`config.mk`:
```
export PLATFORM = sky130hd
export DESIGN_NAME = reg_scoreboard_flat
export DESIGN_NICKNAME = d
export VERILOG_FILES = /design/src/rtl/reg_scoreboard_pkg.sv /design/src/rtl/reg_scoreboard_if.sv /design/src/rtl/reg_scoreboard_sb_match.sv /design/src/rtl/reg_scoreboard.sv /design/src/flat_wrapper.sv
export SDC_FILE = /design/constraint.sdc
export NUM_CORES = 1
export LEC_CHECK = 0
export CORE_MARGIN = 2
export CORE_UTILIZATION = 40
export DETAILED_ROUTE_END_ITERATION = 8
export GPL_ROUTABILITY_DRIVEN = 0
export PLACE_DENSITY = 0.65
export SLEW_MARGIN = 20
export SYNTH_ARGS = -nofsm -noshare
export SYNTH_HDL_FRONTEND = slang
export SYNTH_SLANG_ARGS = --single-unit
```
`constraint.sdc`:
```
create_clock -name clk -period 4.4 [get_ports clk]
set_clock_uncertainty 0.1 [all_clocks]
set_input_delay 0.44 -clock clk [delete_from_list [all_inputs] [get_ports clk]]
set_output_delay 0.44 -clock clk [all_outputs]
set_load 0.005 [all_outputs]
```
`src/rtl/reg_scoreboard_pkg.sv`:
```
// Shared constants for the register scoreboard.
package reg_scoreboard_pkg;

  localparam int unsigned REG_ADDR_W  = 5;
  localparam int unsigned NUM_REGS    = 32;
  localparam int unsigned MAX_OUT_DEF = 4;
  // Counter must represent 0..MAX_OUT inclusive
  localparam int unsigned CNT_W       = $clog2(MAX_OUT_DEF + 1);

endpackage

```
`src/rtl/reg_scoreboard_if.sv`:
```
// ID-stage / writeback / status bundle between the pipeline and the scoreboard.
interface reg_scoreboard_if;
  import reg_scoreboard_pkg::*;

  logic                  id_valid;
  logic [REG_ADDR_W-1:0] id_rs1;
  logic [REG_ADDR_W-1:0] id_rs2;
  logic                  id_use_rs1;
  logic                  id_use_rs2;
  logic [REG_ADDR_W-1:0] id_rd;
  logic                  id_reg_write;
  logic                  id_long;
  logic                  flush;
  logic                  wb_valid;
  logic [REG_ADDR_W-1:0] wb_rd;
  logic                  stall;
  logic [NUM_REGS-1:0]   busy;
  logic [CNT_W-1:0]      out_cnt;
  logic                  sb_err;

  // Pipeline side
  modport master (
    output id_valid, id_rs1, id_rs2, id_use_rs1, id_use_rs2, id_rd,
           id_reg_write, id_long, flush, wb_valid, wb_rd,
    input  stall, busy, out_cnt, sb_err
  );

  // Scoreboard side
  modport slave (
    input  id_valid, id_rs1, id_rs2, id_use_rs1, id_use_rs2, id_rd,
           id_reg_write, id_long, flush, wb_valid, wb_rd,
    output stall, busy, out_cnt, sb_err
  );
endinterface

```
`src/rtl/reg_scoreboard_sb_match.sv`:
```
// Busy-and-not-bypassed test for a single register address.
module sb_match
  import reg_scoreboard_pkg::*;
(
  input  logic [REG_ADDR_W-1:0] addr,
  input  logic [NUM_REGS-1:0]   busy,
  input  logic                  wb_valid,
  input  logic [REG_ADDR_W-1:0] wb_rd,
  output logic                  hit_c
);

  // x0 is never pending; a same-cycle writeback is forwarded, so not a hit
  always_comb begin
    hit_c = (addr != '0) & busy[addr] & ~(wb_valid & (wb_rd == addr));
  end

endmodule

```
`src/rtl/reg_scoreboard.sv`:
```
// Register scoreboard: tracks pending long-latency writes and stalls ID on
// RAW, WAW and capacity hazards.
module reg_scoreboard
  import reg_scoreboard_pkg::*;
#(
  parameter int unsigned MAX_OUT = MAX_OUT_DEF
) (
  input  logic           clk,
  input  logic           rst,
  reg_scoreboard_if.slave sb
);

  logic [NUM_REGS-1:0] busy_q, busy_d;
  logic [CNT_W-1:0]    out_cnt_q, out_cnt_d;
  logic                sb_err_q, sb_err_d;

  logic hit_rs1_c, hit_rs2_c, hit_rd_c;
  logic hz_src_c, hz_waw_c, hz_cap_c;
  logic stall_c, issue_c, long_issue_c, set_c, clr_c;

  sb_match u_match_rs1 (
    .addr     (sb.id_rs1),
    .busy     (busy_q),
    .wb_valid (sb.wb_valid),
    .wb_rd    (sb.wb_rd),
    .hit_c    (hit_rs1_c)
  );

  sb_match u_match_rs2 (
    .addr     (sb.id_rs2),
    .busy     (busy_q),
    .wb_valid (sb.wb_valid),
    .wb_rd    (sb.wb_rd),
    .hit_c    (hit_rs2_c)
  );

  sb_match u_match_rd (
    .addr     (sb.id_rd),
    .busy     (busy_q),
    .wb_valid (sb.wb_valid),
    .wb_rd    (sb.wb_rd),
    .hit_c    (hit_rd_c)
  );

  // Hazard detection, stall and issue qualification
  always_comb begin
    hz_src_c     = (sb.id_use_rs1 & hit_rs1_c) | (sb.id_use_rs2 & hit_rs2_c);
    hz_waw_c     = sb.id_reg_write & hit_rd_c;
    hz_cap_c     = sb.id_long & sb.id_reg_write &
                   (out_cnt_q == CNT_W'(MAX_OUT)) & ~sb.wb_valid;
    stall_c      = ~rst & sb.id_valid & ~sb.flush & (hz_src_c | hz_waw_c | hz_cap_c);
    issue_c      = sb.id_valid & ~stall_c & ~sb.flush;
    long_issue_c = issue_c & sb.id_reg_write & sb.id_long;
    set_c        = long_issue_c & (sb.id_rd != '0);
    clr_c        = sb.wb_valid & (sb.wb_rd != '0);
  end

  // Next-state for busy bits, outstanding counter and sticky error
  always_comb begin
    busy_d    = busy_q;
    out_cnt_d = out_cnt_q;
    sb_err_d  = sb_err_q;

    // Clear first so a same-register set in the same cycle wins
    if (clr_c) begin
      busy_d[sb.wb_rd] = 1'b0;
      if (!busy_q[sb.wb_rd]) sb_err_d = 1'b1;
    end
    if (set_c) busy_d[sb.id_rd] = 1'b1;
    busy_d[0] = 1'b0;

    if (long_issue_c && !sb.wb_valid) begin
      if (out_cnt_q != CNT_W'(MAX_OUT)) out_cnt_d = out_cnt_q + CNT_W'(1);
    end else if (sb.wb_valid && !long_issue_c) begin
      if (out_cnt_q == '0) sb_err_d  = 1'b1;
      else                 out_cnt_d = out_cnt_q - CNT_W'(1);
    end
  end

  // All scoreboard state
  always_ff @(posedge clk) begin
    if (rst) begin
      busy_q    <= '0;
      out_cnt_q <= '0;
      sb_err_q  <= 1'b0;
    end else begin
      busy_q    <= busy_d;
      out_cnt_q <= out_cnt_d;
      sb_err_q  <= sb_err_d;
    end
  end

  assign sb.stall   = stall_c;
  assign sb.busy    = busy_q;
  assign sb.out_cnt = out_cnt_q;
  assign sb.sb_err  = sb_err_q;

endmodule

```
`src/flat_wrapper.sv`:
```
// flat-port wrapper written by rule: the top's interface ports become plain ports
module reg_scoreboard_flat import reg_scoreboard_pkg::*;
#(
  parameter int unsigned MAX_OUT = MAX_OUT_DEF
)
  (clk, rst, sb_id_valid, sb_id_rs1, sb_id_rs2, sb_id_use_rs1, sb_id_use_rs2, sb_id_rd, sb_id_reg_write, sb_id_long, sb_flush, sb_wb_valid, sb_wb_rd, sb_stall, sb_busy, sb_out_cnt, sb_sb_err);
  reg_scoreboard_if sb_i ();
  input  logic clk;
  input  logic rst;
  input wire logic [$bits(sb_i.id_valid)-1:0] sb_id_valid;
  input wire logic [$bits(sb_i.id_rs1)-1:0] sb_id_rs1;
  input wire logic [$bits(sb_i.id_rs2)-1:0] sb_id_rs2;
  input wire logic [$bits(sb_i.id_use_rs1)-1:0] sb_id_use_rs1;
  input wire logic [$bits(sb_i.id_use_rs2)-1:0] sb_id_use_rs2;
  input wire logic [$bits(sb_i.id_rd)-1:0] sb_id_rd;
  input wire logic [$bits(sb_i.id_reg_write)-1:0] sb_id_reg_write;
  input wire logic [$bits(sb_i.id_long)-1:0] sb_id_long;
  input wire logic [$bits(sb_i.flush)-1:0] sb_flush;
  input wire logic [$bits(sb_i.wb_valid)-1:0] sb_wb_valid;
  input wire logic [$bits(sb_i.wb_rd)-1:0] sb_wb_rd;
  output wire logic [$bits(sb_i.stall)-1:0] sb_stall;
  output wire logic [$bits(sb_i.busy)-1:0] sb_busy;
  output wire logic [$bits(sb_i.out_cnt)-1:0] sb_out_cnt;
  output wire logic [$bits(sb_i.sb_err)-1:0] sb_sb_err;
  assign sb_i.id_valid = sb_id_valid;
  assign sb_i.id_rs1 = sb_id_rs1;
  assign sb_i.id_rs2 = sb_id_rs2;
  assign sb_i.id_use_rs1 = sb_id_use_rs1;
  assign sb_i.id_use_rs2 = sb_id_use_rs2;
  assign sb_i.id_rd = sb_id_rd;
  assign sb_i.id_reg_write = sb_id_reg_write;
  assign sb_i.id_long = sb_id_long;
  assign sb_i.flush = sb_flush;
  assign sb_i.wb_valid = sb_wb_valid;
  assign sb_i.wb_rd = sb_wb_rd;
  assign sb_stall = sb_i.stall;
  assign sb_busy = sb_i.busy;
  assign sb_out_cnt = sb_i.out_cnt;
  assign sb_sb_err = sb_i.sb_err;
  reg_scoreboard #(.MAX_OUT(MAX_OUT)) u_core (.clk(clk), .rst(rst), .sb(sb_i));
endmodule
```
---- Word level (Yosys, flattened, before mapping) ----
Cells that the tools add are included.
word-level totals
  register bits after elaboration ......... 36
  input port bits ......................... 29
  output and inout bits ................... 37
  logic and storage cells ................. 92
cells by class
  add/sub/neg operators ................... 2
  order comparisons ....................... 6
  equality and inequality tests ........... 7
  multiplexer cells ....................... 23
  bitwise logic cells ..................... 37
  reduce and logical (&&, ||, !) cells .... 13
operators by type and width
  cell                                                                count
  two-way mux 32 bit                                                  2
  AND 32 bit                                                          1
  NOT 32 bit                                                          1
  OR 32 bit                                                           1
  AND 1 bit                                                           24
  < comparator 5 x 6 -> 1 bit (second input constant)                 4
  binary-select mux 1 bit (select 5 bit)                              4
  nonzero test 5 bit                                                  4
  equality test 5 bit                                                 3
  two-way mux 3 bit                                                   4
  two-way mux 1 bit                                                   11
  demux 1 bit (select 5 bit)                                          2
  greater-or-equal comparator 5 x 1 -> 1 bit (second input constant)  2
  NOT 1 bit                                                           7
  logical AND 1 bit                                                   4
  adder 3 x 1 -> 3 bit (second input constant)                        1
  equality test 3 bit (second input constant)                         1
  logical NOT 3 bit                                                   1
  inequality test 3 bit (second input constant)                       1
  OR 1 bit                                                            3
  AND reduction 3 bit                                                 1
  subtractor 3 x 1 -> 3 bit (second input constant)                   1
  logical NOT 1 bit                                                   2
  inequality test 2 x 1 -> 1 bit (second input constant)              1
  2 further kinds                                                     2

---- Longest topological paths before layout ----
  depth after elaboration ................. 18
  gate-level depth with buffers ........... 13

---- Hierarchy ----
Synthesis repeated with hierarchy kept, for this count alone.
second synthesis, totals
  cells, all modules ...................... 353
  area total of the unflattened synthesis .. 3169.3 um^2
by module, submodules not included
  module                            times used  cells an instance  area each (um^2)
  reg_scoreboard                    1           226                1991.9
  sb_match (u_core.u_match_rd ...)  2           46                 407.9
  sb_match (u_core.u_match_rs2)     1           35                 361.6

---- Worst setup path after synthesis ----
Ideal clock, no wire load.
  path kind ............................... input -> register
  start ................................... input sb_id_rs2[0]
  end ..................................... register u_core.out_cnt_q[2], in the netlist u_core.sb.out_cnt[2]
  setup time .............................. 0.065 ns
  arrival time ............................ 3.234 ns
  required time ........................... 4.235 ns
  slack ................................... 1.001 ns
  stages on the path ...................... 12
  buffers on the path ..................... 2
  cell sequence ........................... buf_2 -> buf_2 -> mux4_2 -> o2111ai_1 -> nand4_1 -> a32oi_4 -> nand4b_1 -> fa_1 -> nor2_1 -> o21ai_0 -> mux4_2 -> nor2_1
between the ends
  cells in the longest elaborated chain, start to end .. 18
  elaborated cells between the ends (all ways) .. 26
  classes of those cells .................. eq/ne: 3; mux: 3; bitwise: 14; reduce/logical: 6
ends and longest elaborated chain
  element                                                                               line                           text
  from (decl)                                                                           flat_wrapper.sv:12             input wire logic [$bits(sb_i.id_rs2)-1:0] sb_id_rs2;
  binary-select mux 1 bit (select 5 bit) / equality test 5 bit (equally long branches)  reg_scoreboard_sb_match.sv:14  hit_c = (addr != '0) & busy[addr] & ~(wb_valid & (wb_rd == addr));
  two-way mux 1 bit (implied by the code) / AND 1 bit (equally long branches)           reg_scoreboard_sb_match.sv:14
  AND 1 bit / NOT 1 bit (equally long branches)                                         reg_scoreboard_sb_match.sv:14
  AND 1 bit *                                                                           reg_scoreboard_sb_match.sv:14
  AND 1 bit *                                                                           reg_scoreboard.sv:47           hz_src_c = (sb.id_use_rs1 & hit_rs1_c) | (sb.id_use_rs2 & hit_rs2_c);
  OR 1 bit *                                                                            reg_scoreboard.sv:47
  OR 1 bit * (2 in a row)                                                               reg_scoreboard.sv:51           stall_c = ~rst & sb.id_valid & ~sb.flush & (hz_src_c | hz_waw_c | hz_cap_c);
  AND 1 bit *                                                                           reg_scoreboard.sv:51
  NOT 1 bit *                                                                           reg_scoreboard.sv:52           issue_c = sb.id_valid & ~stall_c & ~sb.flush;
  AND 1 bit * (2 in a row)                                                              reg_scoreboard.sv:52
  AND 1 bit * (2 in a row)                                                              reg_scoreboard.sv:53           long_issue_c = issue_c & sb.id_reg_write & sb.id_long;
  logical NOT 1 bit                                                                     reg_scoreboard.sv:74           end else if (sb.wb_valid && !long_issue_c) begin
  logical AND 1 bit                                                                     reg_scoreboard.sv:74
  nonzero test 2 bit (no source line)                                                   n/a
  AND reduction 3 bit (no source line)                                                  n/a
  to (signal assigned)                                                                  reg_scoreboard.sv:88           out_cnt_q <= out_cnt_d;
  to (decl)                                                                             reg_scoreboard.sv:14           logic [CNT_W-1:0] out_cnt_q, out_cnt_d;
Mark *: on every way between the ends. The rest lies on a longest branch, timed or not. The select of a mux whose other input is x is not followed.
A chain may end at the register's enable or synchronous reset.

---- Final worst setup path ----
  start ................................... input sb_id_rs1[0]
  end ..................................... output sb_stall
between the ends
  cells in the longest elaborated chain, start to end .. 9
  elaborated cells between the ends (all ways) .. 13
  classes of those cells .................. eq/ne: 1; mux: 2; bitwise: 9; reduce/logical: 1
ends and longest elaborated chain
  element                                                                               line                           text
  from (decl)                                                                           flat_wrapper.sv:11             input wire logic [$bits(sb_i.id_rs1)-1:0] sb_id_rs1;
  binary-select mux 1 bit (select 5 bit) / equality test 5 bit (equally long branches)  reg_scoreboard_sb_match.sv:14
  two-way mux 1 bit (implied by the code) / AND 1 bit (equally long branches)           reg_scoreboard_sb_match.sv:14
  AND 1 bit / NOT 1 bit (equally long branches)                                         reg_scoreboard_sb_match.sv:14
  AND 1 bit *                                                                           reg_scoreboard_sb_match.sv:14
  AND 1 bit *                                                                           reg_scoreboard.sv:47
  OR 1 bit *                                                                            reg_scoreboard.sv:47
  OR 1 bit * (2 in a row)                                                               reg_scoreboard.sv:51
  AND 1 bit *                                                                           reg_scoreboard.sv:51
  to (decl)                                                                             flat_wrapper.sv:21             output wire logic [$bits(sb_i.stall)-1:0] sb_stall;
Marks and branches as above.

==> run_results.csv <==
group,metric,value,unit
pwr,ir_drop,110,uV
place,io_buffers,64,
final_layout,diodes,0,
synth,synth_nets,392,
route,ant_nets,0,
clocking,cts_resized,0,
floorplanning,fp.coreArea,7690,um^2
place,pre_cts_ws,0.279,ns
floorplanning,fp.dieH,92.8,um
synth,yosysSeqAreaShare,22.2,%
timing,finalHoldViolCount,0,
timing,rsz0062_at_grt,"false",
flow_run,maxCapViolCount,0,
pwr,power_leakage,1.33,nW
worst_setup_path,cp.required,3.86,ns
worst_setup_path,cp_max_fo,6,
final_layout,seq_area,701,um^2
worst_setup_path,cp-end-kind,"primary output",
clocking,ctsRootBufferMaster,"clkbuf_8",
floorplanning,dieArea,8610,um^2
global_route,grt.overflow.total,0,
clocking,cts_setup_buffers,0,
place,dp_hpwl,8.26,mm
final_layout,fillers,723,
global_route,grt_pass1_wl,17.7,mm
timing,post-route-period-util,87.8,%
worst_setup_path,cpMostUsedCell,"clkdlybuf4s50_1",
final_layout,area_growth,25.8,%
timing,tightest_slew,1.01,ns
worst_setup_path,critPathMaxStageDelay,0.65,ns
final_layout,drive_gt1_share,13.1,%
route,detail_route.wl_per_cell,22.4,um
floorplanning,start_util,41.0,%
floorplanning,die_x,92.8,um
synth,ys_async_sr_fraction,0,%
synth,ys_seq_elements,35,
timing,relSlewSlack,32.5,%
clocking,clock_latency,0.29,ns
route,routed_wl,11.5,mm
hold_path,min_path_type,"reg -> reg",
route,drtPass1Iterations,5,
timing,max_freq,0.259,GHz
timing,maxSlewViolCount,0,
synth,ys_types,56,
clocking,cts_buffers,5,
timing,fin_setup_tns,0,ns
worst_setup_path,cp_cell_sequence,"clkdlybuf4s50_1 > buf_4 > mux4_2 > mux2i_1 > o21a_1 > nand3_1 > a32oi_4 > nor2b_1 > inv_1 > clkdlybuf4s50_1",
status,status,"completed",
route,initialDrtViolationCount,333,
worst_setup_path,worstSetupPathType,"in -> out",
floorplanning,rows,32,
route,viasPerCell,6.73,
timing,finalSetupViolations,0,
synth,yosysWarnings,0,
timing,min_period,3.86,ns
synth,syn_area_per_cell,8.71,um^2
worst_setup_path,crit_slowest_cell,"clkdlybuf4s50_1",
worst_setup_path,start_kind,"primary input",
route,via_count,3450,
synth,synthCells,362,
synth,synth_edf_count,0,
clocking,clock_tree.buffer_depth,2,
global_route,grt_pass1_vias,3224,
global_route,antenna_found_initial,0,
timing,fin_ws,0.535,ns
synth,synth_ff_type,"dfxtp_1",
clocking,holdBufCountCts,0,
pwr,p_per_area,192,nW/um^2
clocking,clkSinkCount,35,
final_layout,mostFrequentLayoutCells,"clkdlybuf4s50_1 (64), dfxtp_1 (35), nand2_1 (33)",
global_route,grt_start_max_net_pins,33,
final_layout,multi_input_area,2260,um^2
global_route,grt_usage,26.2,%
clocking,cts_tree,"built",
route,route.detailed.drc,0,
clocking,path_clk_slew,0.08,ns
synth,netlist_area,3150,um^2
worst_setup_path,crit_family,"buffers and inverters",
clocking,cts-htree-levels,2,
worst_setup_path,cp.buffers_inverters,4,
floorplanning,ioPinCount,66,
final_layout,final_common_cell,"clkdlybuf4s50_1",
worst_setup_path,crit_arrival,3.32,ns
final_layout,nets,440,
-- through the flow --
stage               instance area [um^2]  hold slack, ns  cells  total power, W  util (%)
floorplan                           3150           0.387    362        0.000456         -
global placement                    3890           0.422    505        0.000531      50.6
detailed placement                  3890           0.430    505        0.000533      50.6
CTS                                 3970           0.456    513        0.000760      51.6
global route                        3970           0.475    513        0.000792      51.6
finish                              3970           0.444    513        0.000763      51.6
-- Yosys cell counts, drive strengths merged, types with 3 or more instances --
library cell | instances | area (um^2)
dfxtp | 35 | 701
nand2 | 33 | 124
clkbuf | 29 | 109
mux2i | 26 | 260
nand3 | 21 | 105
mux4 | 19 | 432
o211ai | 18 | 135
o21ai | 13 | 65.1
o31ai | 13 | 97.6
nor2 | 11 | 41.3
nor4 | 11 | 68.8
a21oi | 10 | 50.1
buf | 9 | 51.3
xor2 | 9 | 78.8
inv | 8 | 30.0
xnor2 | 7 | 61.3
nand3b | 6 | 45.0
nor3b | 6 | 45.0
o41ai | 6 | 52.6
or3 | 6 | 42.5
nor2b | 5 | 31.3
nor3 | 5 | 25.0
o2111ai | 5 | 43.8
a31o | 4 | 35.0
mux2 | 4 | 45.0
nand4 | 4 | 40.0
nand4b | 4 | 35.0
nor4b | 4 | 35.0
a22oi | 3 | 22.5
-- layout make-up --
cell class | count | area share (%)
inverter | 9 | 0.851
tap | 102 | 3.22
clock inverter | 1 | 0.126
multi-input combinational | 280 | 56.9
clock buffer | 7 | 1.92
sequential | 35 | 17.7
timing repair buffer | 79 | 19.3
-- flip-flops by register name, indices dropped and copies added (netlist names) --
| signal | count |
|---|---|
| u_core.sb.sb_err | 1 |
| u_core.sb.out_cnt | 3 |
| u_core.sb.busy | 31 |
-- final timing paths --
check,endpoint,depth (start not counted),slack [ns],startpoint
worst min register to register,u_core.sb.sb_err$_SDFF_PP0_,2,0.44,u_core.sb.sb_err$_SDFF_PP0_
worst max register to register,u_core.sb.out_cnt[2]$_SDFFE_PP0P_,10,1.06,u_core.sb.busy[5]$_SDFF_PP0_
worst max-delay path,sb_stall,10,0.54,sb_id_rs1[0]
worst min-delay path,u_core.sb.sb_err$_SDFF_PP0_,2,0.44,u_core.sb.sb_err$_SDFF_PP0_
-- cells by family (layout without fill, tap and decap cells) --
logic type | after synthesis | count (layout) | synth area share [%]
and+or+nand+nor | 125 | 125 | 22.3
AOI/OAI and AO/OA | 88 | 88 | 20.7
muxes | 49 | 49 | 23.4
buffers and inverters | 47 | 96 | 6.15
DFF | 35 | 35 | 22.2
xor gates and xnor gates | 16 | 16 | 4.44
adders and majority gates | 1 | 1 | 0.635
other | 1 | 1 | 0.119
-- per-layer routing --
metal	track usage, %	part of all wire [%]	vias to the layer above	wire length, um
met3	6.59	9.9	24	1130
met1	36.0	43	1686	4920
li1	-	-	1510	-
met5	0	0	-	0
met4	9.19	2.2	0	250
met2	40.0	45	230	5190
-- worst reg2reg max path, cell delays in order, from the launching register on --
cell	delay [ns]
dfxtp_1	0.39
mux4_1	0.53
mux2_2	0.28
a211o_1	0.33
a32oi_4	0.26
nand4b_1	0.21
fa_1	0.44
nor2_1	0.12
o21ai_0	0.09
mux4_2	0.45
nor2_1	0.08
-- where the power goes --
group          internal, W  total, W  switching [W]
sequential        0.000322  0.000333      0.0000109
combinational    0.0000885  0.000199       0.000110
clock             0.000111  0.000232       0.000121
Note: power is estimated with default switching activity, not from simulation.
